--- src/rtl/enemy_pkg.sv ---
//------------------------------------------------------------------------------
// Module : enemy_pkg
// Brief  : Shared state encoding and defaults for the enemy fire scheduler.
// Rev    : 1.0
//------------------------------------------------------------------------------
`default_nettype none

package enemy_pkg;

  localparam int NUM_COLS = 8;

  typedef logic [4:0] state_t;

  // One-hot encoding; any other code is illegal and recovers to IDLE.
  localparam state_t ST_IDLE     = 5'b00001;
  localparam state_t ST_COOLDOWN = 5'b00010;
  localparam state_t ST_SELECT   = 5'b00100;
  localparam state_t ST_FIRE     = 5'b01000;
  localparam state_t ST_HALTED   = 5'b10000;

  function automatic logic [7:0] sat_inc8(input logic [7:0] v);
    return (v == 8'hFF) ? v : v + 8'd1;
  endfunction

endpackage

`default_nettype wire

--- src/rtl/rr_picker.sv ---
//------------------------------------------------------------------------------
// Module : rr_picker
// Brief  : Combinational round-robin search starting just after i_last.
// Rev    : 1.0
//------------------------------------------------------------------------------
`default_nettype none

module rr_picker #(
  parameter int N = 8,
  parameter int W = $clog2(N)
) (
  input  logic [N-1:0] i_req,
  input  logic [W-1:0] i_last,
  output logic [W-1:0] o_grant_idx,
  output logic         o_found
);

  logic [W-1:0] w_idx;

  // Scan farthest-first so the nearest candidate after i_last wins.
  always_comb begin
    o_grant_idx = '0;
    o_found     = 1'b0;
    w_idx       = '0;
    for (int k = N; k >= 1; k--) begin
      w_idx = W'((int'(i_last) + k) % N);
      if (i_req[w_idx]) begin
        o_grant_idx = w_idx;
        o_found     = 1'b1;
      end
    end
  end

endmodule

`default_nettype wire

--- src/rtl/enemy_fire_scheduler.sv ---
//------------------------------------------------------------------------------
// Module : enemy_fire_scheduler
// Brief  : Cooldown-paced round-robin selection of the enemy column that fires.
// Rev    : 1.0
//------------------------------------------------------------------------------
`default_nettype none

module enemy_fire_scheduler
  import enemy_pkg::*;
#(
  parameter int          num_cols_p   = NUM_COLS,
  parameter logic [15:0] fire_delay_p = 16'd60
) (
  input  logic                          clk_i,
  input  logic                          reset_i,
  input  logic                          frame_i,
  input  logic                          start_i,
  input  logic [num_cols_p-1:0]         col_ready_i,
  input  logic                          bullet_busy_i,
  input  logic                          fire_ready_i,
  output logic                          fire_valid_o,
  output logic [$clog2(num_cols_p)-1:0] fire_col_o,
  output logic                          all_dead_o,
  output logic [7:0]                    shots_o
);

  localparam int CW = $clog2(num_cols_p);

  state_t        r_state;
  logic [15:0]   r_delay;
  logic [CW-1:0] r_last_grant;
  logic [CW-1:0] r_fire_col;
  logic [7:0]    r_shots;

  logic [CW-1:0] w_grant;
  logic          w_found;

  rr_picker #(
    .N (num_cols_p),
    .W (CW)
  ) u_picker (
    .i_req       (col_ready_i),
    .i_last      (r_last_grant),
    .o_grant_idx (w_grant),
    .o_found     (w_found)
  );

  always_ff @(posedge clk_i) begin
    if (reset_i) begin
      r_state      <= ST_IDLE;
      r_delay      <= 16'd0;
      r_last_grant <= CW'(num_cols_p - 1);
      r_fire_col   <= '0;
      r_shots      <= 8'd0;
    end else begin
      case (r_state)
        ST_IDLE: begin
          if (start_i) begin
            r_delay <= fire_delay_p;
            r_state <= ST_COOLDOWN;
          end
        end
        ST_COOLDOWN: begin
          if (r_delay == 16'd0) begin
            if (!bullet_busy_i) r_state <= ST_SELECT;
          end else if (frame_i) begin
            r_delay <= r_delay - 16'd1;
          end
        end
        ST_SELECT: begin
          if (w_found) begin
            r_fire_col <= w_grant;
            r_state    <= ST_FIRE;
          end else begin
            r_state <= ST_HALTED;
          end
        end
        ST_FIRE: begin
          // An accepted handshake takes precedence over a column dropping out.
          if (fire_ready_i) begin
            r_last_grant <= r_fire_col;
            r_delay      <= fire_delay_p;
            r_shots      <= sat_inc8(r_shots);
            r_state      <= ST_COOLDOWN;
          end else if (!col_ready_i[r_fire_col]) begin
            r_state <= ST_SELECT;
          end
        end
        ST_HALTED: begin
          if (start_i && (|col_ready_i)) begin
            r_delay <= fire_delay_p;
            r_state <= ST_COOLDOWN;
          end
        end
        default: r_state <= ST_IDLE;
      endcase
    end
  end

  assign fire_valid_o = (r_state == ST_FIRE);
  assign fire_col_o   = r_fire_col;
  assign all_dead_o   = (r_state == ST_HALTED);
  assign shots_o      = r_shots;

endmodule

`default_nettype wire

--- config.mk ---
export PLATFORM = sky130hd
export DESIGN_NAME = enemy_fire_scheduler
export DESIGN_NICKNAME = d
export VERILOG_FILES = /design/src/rtl/enemy_pkg.sv /design/src/rtl/rr_picker.sv /design/src/rtl/enemy_fire_scheduler.sv
export SDC_FILE = /design/constraint.sdc
export NUM_CORES = 1
export LEC_CHECK = 0
export BUFFER_PORTS_ARGS = -buffer_cell sky130_fd_sc_hd__clkbuf_2
export CORE_AREA = 2 2 71 73
export CTS_BUF_LIST = sky130_fd_sc_hd__clkbuf_16
export DETAILED_ROUTE_END_ITERATION = 12
export DIE_AREA = 0 0 73 75
export PLACE_DENSITY = 0.91
export SYNTH_ARGS = -nofsm -noshare
export SYNTH_HDL_FRONTEND = slang
export SYNTH_SLANG_ARGS = --single-unit
--- constraint.sdc ---
create_clock -name clk_i -period 3.2 [get_ports clk_i]
set_clock_uncertainty 0.15 [all_clocks]
set_input_delay 0.16 -clock clk_i [delete_from_list [all_inputs] [get_ports clk_i]]
set_output_delay 0.16 -clock clk_i [all_outputs]
set_load 0.03 [all_outputs]
==> run summary, run 1 <==
I/O pin count: 27
Tmin final: 2.82 ns
Crit path max-delay cell type: mux4_2
Detailed-route DRC error count: 0
Area contributors post-synth: dfxtp_1 (25%), mux4_2 (9.8%), xnor2_1 (5.4%)
First-iteration detailed-routing DRC count: 222
Critical Path AT: 2.87 ns
Total Power: 2.12 mW
Die ar.: 5480 sq um
Post-CTS Resized: 0
Yosys warnings: 0
Register area share after synthesis: 0.254
Area Overhead vs Synth: 10.1%
Reg-to-Reg Start: r_last_grant[1]
Largest stage delay, worst path: 0.61 ns
Area leader, netlist: dfxtp_1
CTS tree: yes
Crit start category: flop
Total GRT Usage: 0.242
Share of cells above drive strength 1: 0.192
Starting Density: 0.591
Sequential power share: 0.303
DR pass1 iterations: 5
Final sum of negative setup slack: 0 ns
Via/cell ratio: 6.52
Part of the cycle the worst path needs: 0.881
Total gr overflow: 0
CTS Buffer Depth: 2
Root buffer cell: clkbuf_16
Die width: 73 um
Initial antenna violation count: 0
Fmax: 355 MHz
Asr flop ratio synth: 0
Hold Startpoint: bullet_busy_i
Clk pwr share: 0.214
# port buffers: 26
First-pass GRT wire length: 10500 um
CTS Buf Count: 5
Post-layout nets: 357
Cells after Synth: 317
Vias in the first global route: 2237
Number of max-cap violations: 0
Core ar.: 4660 sq um
VDD IR-drop max: 0.000360 V
Crit. End Element: flop
CP Max Fanout: 7
Post-CTS setup buffer count: 0
Primary FF master, synth: dfxtp_1
Status: completed
Relative slew slack: 0.445
Critical-path cell list: inv_1, ha_1, mux4_2, and2_4, a211oi_2, a31oi_1, or4_1, o22ai_1
Post-Synthesis Cell Area: 2750 sq um
Hold Fails Final Rpt: 0
Slew Viols, Final: 0
Buf+Inv Stages, Crit Path: 1
Dpl hpwl: 4590 um
Die H: 75 um
Clock transition at path regs: 0.05 ns
Post-DRT Antenna Nets: 0
Synth top cells by count: dfxtp_1 (35), nor2_1 (35), nand2_1 (20), xnor2_1 (17), a21oi_1 (15)
Synth top area share: 0.254
Worst hold path class: in2reg
Ant diodes: 0
Routed WL per cell: 16.2 um
Largest net degree at the start of global routing: 26
Net Count, Synth: 336
RSZ-0062 raised after global routing: no
P_sw: 0.880 mW
Worst hold margin: 0.0743 ns
Logic pwr share: 0.483
Top Family by Delay on Critical Path: simple AND/OR/NAND/NOR gates
Final GP Congestion: 0.887
Final WL: 6350 um
Synth Register Bits: 35
Via count: 2563
Clock Latency Late Sink: 0.28 ns
CTS Sinks: 35
LEAKAGE: 1.19 nW
Critical Path RT: 3.25 ns
Setup crit start: r_last_grant[1]
Mean area per synthesized cell: 8.69 sq um
Sw Ratio: 0.416
Number of flops mapped to enable cells by yosys: 0
Row count: 25
H-tree depth: 2
Internal power: 1.24 mW
Hold bufs inserted after CTS: 0
Crit path kind: reg2reg
Power per standard cell area: 698 nW/um^2
Setup-failing EPs final: 0
Synth cell types: 66
Worst Tran Pin Value: 0.832 ns
[cells by family after synthesis]
logic type | Yosys count | share of synthesized area
xor+xnor | 21 | 0.0668
simple gates | 123 | 0.249
mux | 28 | 0.157
flops | 35 | 0.254
compound gates | 73 | 0.194
buf+inv | 32 | 0.0559
fa+ha+maj | 5 | 0.0227
[sequential cells by signal, summed over array words and instances (netlist names)]
register and count:
shots_o 8, r_last_grant 3, fire_col_o 3, r_delay 16
r_state 5
[final timing paths]
check	cells after the start	to	slack [ns]
max	8	fire_col_o[2]	0.38
min	4	r_state[3]	0.07
max reg2reg	8	fire_col_o[2]	0.38
min reg2reg	2	shots_o[4]	0.35
[worst reg2reg max path: stages, from the launching register on]
cell	delay (ns)
dfxtp_1	0.33
inv_1	0.11
ha_1	0.49
mux4_2	0.61
and2_4	0.20
a211oi_2	0.19
a31oi_1	0.06
or4_1	0.47
o22ai_1	0.15
[placed cells by master (no fill, tap or decap), types with 4 or more instances in the layout]
cell       synthesis  final
nor3_1             6      6
o21ai_0            9      9
a211oi_1          13     13
nor2_1            35     35
clkbuf_2           0     26
nand4_1            8      8
mux4_2            12     12
inv_1             14     15
a211o_1            5      5
nor4_1             4      4
nand2b_1           7      7
buf_4              1      6
ha_1               5      5
mux2i_1           14     14
nand2_1           20     20
clkbuf_16          0      5
and3_1             6      6
a21oi_1           15     15
xnor2_1           17     17
dfxtp_1           35     35
nand3_1            6      6
xor2_1             4      4
[cell type report]
type | count | area [sq um]
Fill cell | 371 | 1630
Sequential cell | 35 | 701
Inverter | 14 | 52.6
Timing Repair Buffer | 32 | 175
Multi-Input combinational cell | 250 | 1900
Clock inverter | 3 | 11.3
Clock buffer | 5 | 125
Tap cell | 54 | 67.6
[through the flow]
step                instances  area, sq um  setup slack (ns)   util
finish                    393         3030             0.381  0.650
global route              393         3030             0.290  0.650
CTS                       393         3030             0.391  0.650
detailed placement        385         2900             0.397  0.621
global placement          385         2900             0.460  0.621
floorplan                 317         2750             0.396      -
[routing by layer]
layer | track usage | wire [um]
met4 | 0.0679 | 88
met1 | 0.319 | 2830
met5 | 0 | 0
met2 | 0.401 | 3120
met3 | 0.0509 | 317
[power groups by stage]
stage / clock network (mW) / registers (mW) / logic [mW]
floorplan: 0 / 0.596 / 0.869
global placement: 0 / 0.642 / 0.970
detailed placement: 0 / 0.646 / 1.00
CTS: 0.458 / 0.639 / 1.02
global route: 0.477 / 0.656 / 1.13
finish: 0.453 / 0.641 / 1.02
(Power assumes the default switching activity.)
==> run 2: changes to the inputs <==
CORE_AREA = 2 2 61 86   (was 2 2 71 73)
CTS_BUF_LIST = not set   (was sky130_fd_sc_hd__clkbuf_16)
DIE_AREA = 0 0 63 88   (was 0 0 73 75)
PLACE_DENSITY = 0.9   (was 0.91)
==> run 2 against run 1 <==
Net effect:
- core utilization decreased by 1.1 points
- sequential power about the same
- final cell count is 2.8% higher
- fmax shrank 2.7%
- critical path type unchanged
==> run summary, run 2 (synthesis gave the netlist of run 1 again) <==
Hold depth: 4
Reg2Reg Depth: 9
Final WL: 6780 um
Flop2flop setup slack: 0.30 ns
Die width: 63 um
WHS Endpoint: r_state[3]
Crit start category: flop
Total GRT Usage: 0.245
Via/cell ratio: 6.53
Crit path max-delay cell type: mux4_2
LEAKAGE: 1.19 nW
Top Family by Delay on Critical Path: simple AND/OR/NAND/NOR gates
Root buffer cell: clkbuf_8
Power per standard cell area: 711 nW/um^2
Critical-path cell list: inv_1, ha_1, buf_4, mux4_2, nand2b_1, nand2_1, or4_1, a31o_1, o31ai_1
Largest stage delay, worst path: 0.57 ns
Top reg by flops: r_delay
Routed WL per cell: 16.8 um
WL met3: 388 um
Initial antenna violation count: 0
Setup-failing EPs final: 0
Final sum of negative setup slack: 0 ns
Post-CTS Resized: 0
Worst hold margin: 0.0887 ns
Critical Path RT: 3.26 ns
Detailed-route DRC error count: 0
Die H: 88 um
Die ar.: 5540 sq um
Tmin final: 2.90 ns
Hold Fails Final Rpt: 0
CTS Sinks: 35
Final GP Congestion: 0.962
Part of the cycle the worst path needs: 0.905
Relative slew slack: 0.559
Fill count: 380
DR pass1 iterations: 5
Met2 wire len: 3570 um
Total Power: 2.17 mW
Reg-to-Reg Start: r_last_grant[0]
Ant diodes: 0
Via count: 2638
CTS Buf Count: 5
Core ar.: 4770 sq um
Most frequent cells in the layout: nor2_1 (35), dfxtp_1 (35), clkbuf_2 (26), nand2_1 (20), xnor2_1 (17)
Post-CTS setup buffer count: 0
Post-layout nets: 358
Worst Tran Pin Value: 0.653 ns
Hold Startpoint: bullet_busy_i
RSZ-0062 raised after global routing: no
Hold bufs inserted after CTS: 0
Number of flip-flops under the largest register name: 16
Area Overhead vs Synth: 10.7%
Crit path kind: reg2reg
CTS tree: yes
Crit. End Element: flop
Worst hold path class: in2reg
Buf+Inv Stages, Crit Path: 2
Number of max-cap violations: 0
Top layer in use: met4
Clock transition at path regs: 0.08 ns
Status: completed
Clock Latency Late Sink: 0.29 ns
Post-DRT Antenna Nets: 0
Vias in the first global route: 2526
First-iteration detailed-routing DRC count: 150
Critical Path AT: 2.96 ns
I/O pin count: 27
Total gr overflow: 0
VDD IR-drop max: 0.000513 V
Fmax: 345 MHz
Dpl hpwl: 4730 um
Slew Viols, Final: 0
Routed met1 length: 2610 um
CTS Buffer Depth: 2
H-tree depth: 2
# port buffers: 26
First-pass GRT wire length: 11000 um
Starting Density: 0.578
Largest net degree at the start of global routing: 26
Worst R2R End: fire_col_o[1]
Share of cells above drive strength 1: 0.200
CP Max Fanout: 9
Row count: 30
## run 2: metal layers
metal	GRT usage	vias to the layer above
li1	-	1235
met1	0.258	1259
met2	0.445	116
met3	0.0553	28
met4	0.152	0
met5	0	-
## run 2: layout make-up
cell class / instances / area, sq um / area share
Sequential cell: 35 / 701 / 0.230
Tap cell: 64 / 80.1 / 0.0263
Clock buffer: 6 / 72.6 / 0.0238
Inverter: 14 / 52.6 / 0.0172
Timing Repair Buffer: 33 / 183 / 0.0599
Multi-Input combinational cell: 250 / 1900 / 0.623
Clock inverter: 2 / 60.1 / 0.0197
## run 2: worst min-delay path: cells and delay by family
kind	cells	cell delay [ns]
AO/OA/AOI/OAI	1	0.12
buffers and inverters	1	0.08
AND/OR/NAND/NOR	2	0.13
## run 2: how the worst max path moves through the flow
stage | depth (start not counted) | start | to | slack (ns)
final | 9 | r_last_grant[0] | fire_col_o[1] | 0.30
after global routing | 9 | r_last_grant[1] | fire_col_o[1] | 0.21
after CTS | 9 | r_last_grant[0] | fire_col_o[1] | 0.36
after detailed placement | 9 | r_last_grant[1] | fire_col_o[1] | 0.40
after global placement | 9 | r_last_grant[1] | fire_col_o[1] | 0.47
after floorplan | 9 | r_last_grant[1] | fire_col_o[2] | 0.40
## run 2: report_power, final
part	total (mW)	internal, mW	switching (mW)	leakage (nW)
clock	0.477	0.312	0.166	0.0654
sequential	0.639	0.519	0.121	0.285
combinational	1.05	0.453	0.598	0.845
## run 2: per-stage QoR
step	util	std cells	cell area [sq um]	setup slack, ns
after floorplan	-	317	2750	0.396
after global placement	0.612	396	2920	0.470
after detailed placement	0.612	396	2920	0.404
after CTS	0.639	404	3050	0.358
after global routing	0.639	404	3050	0.205
final	0.639	404	3050	0.304
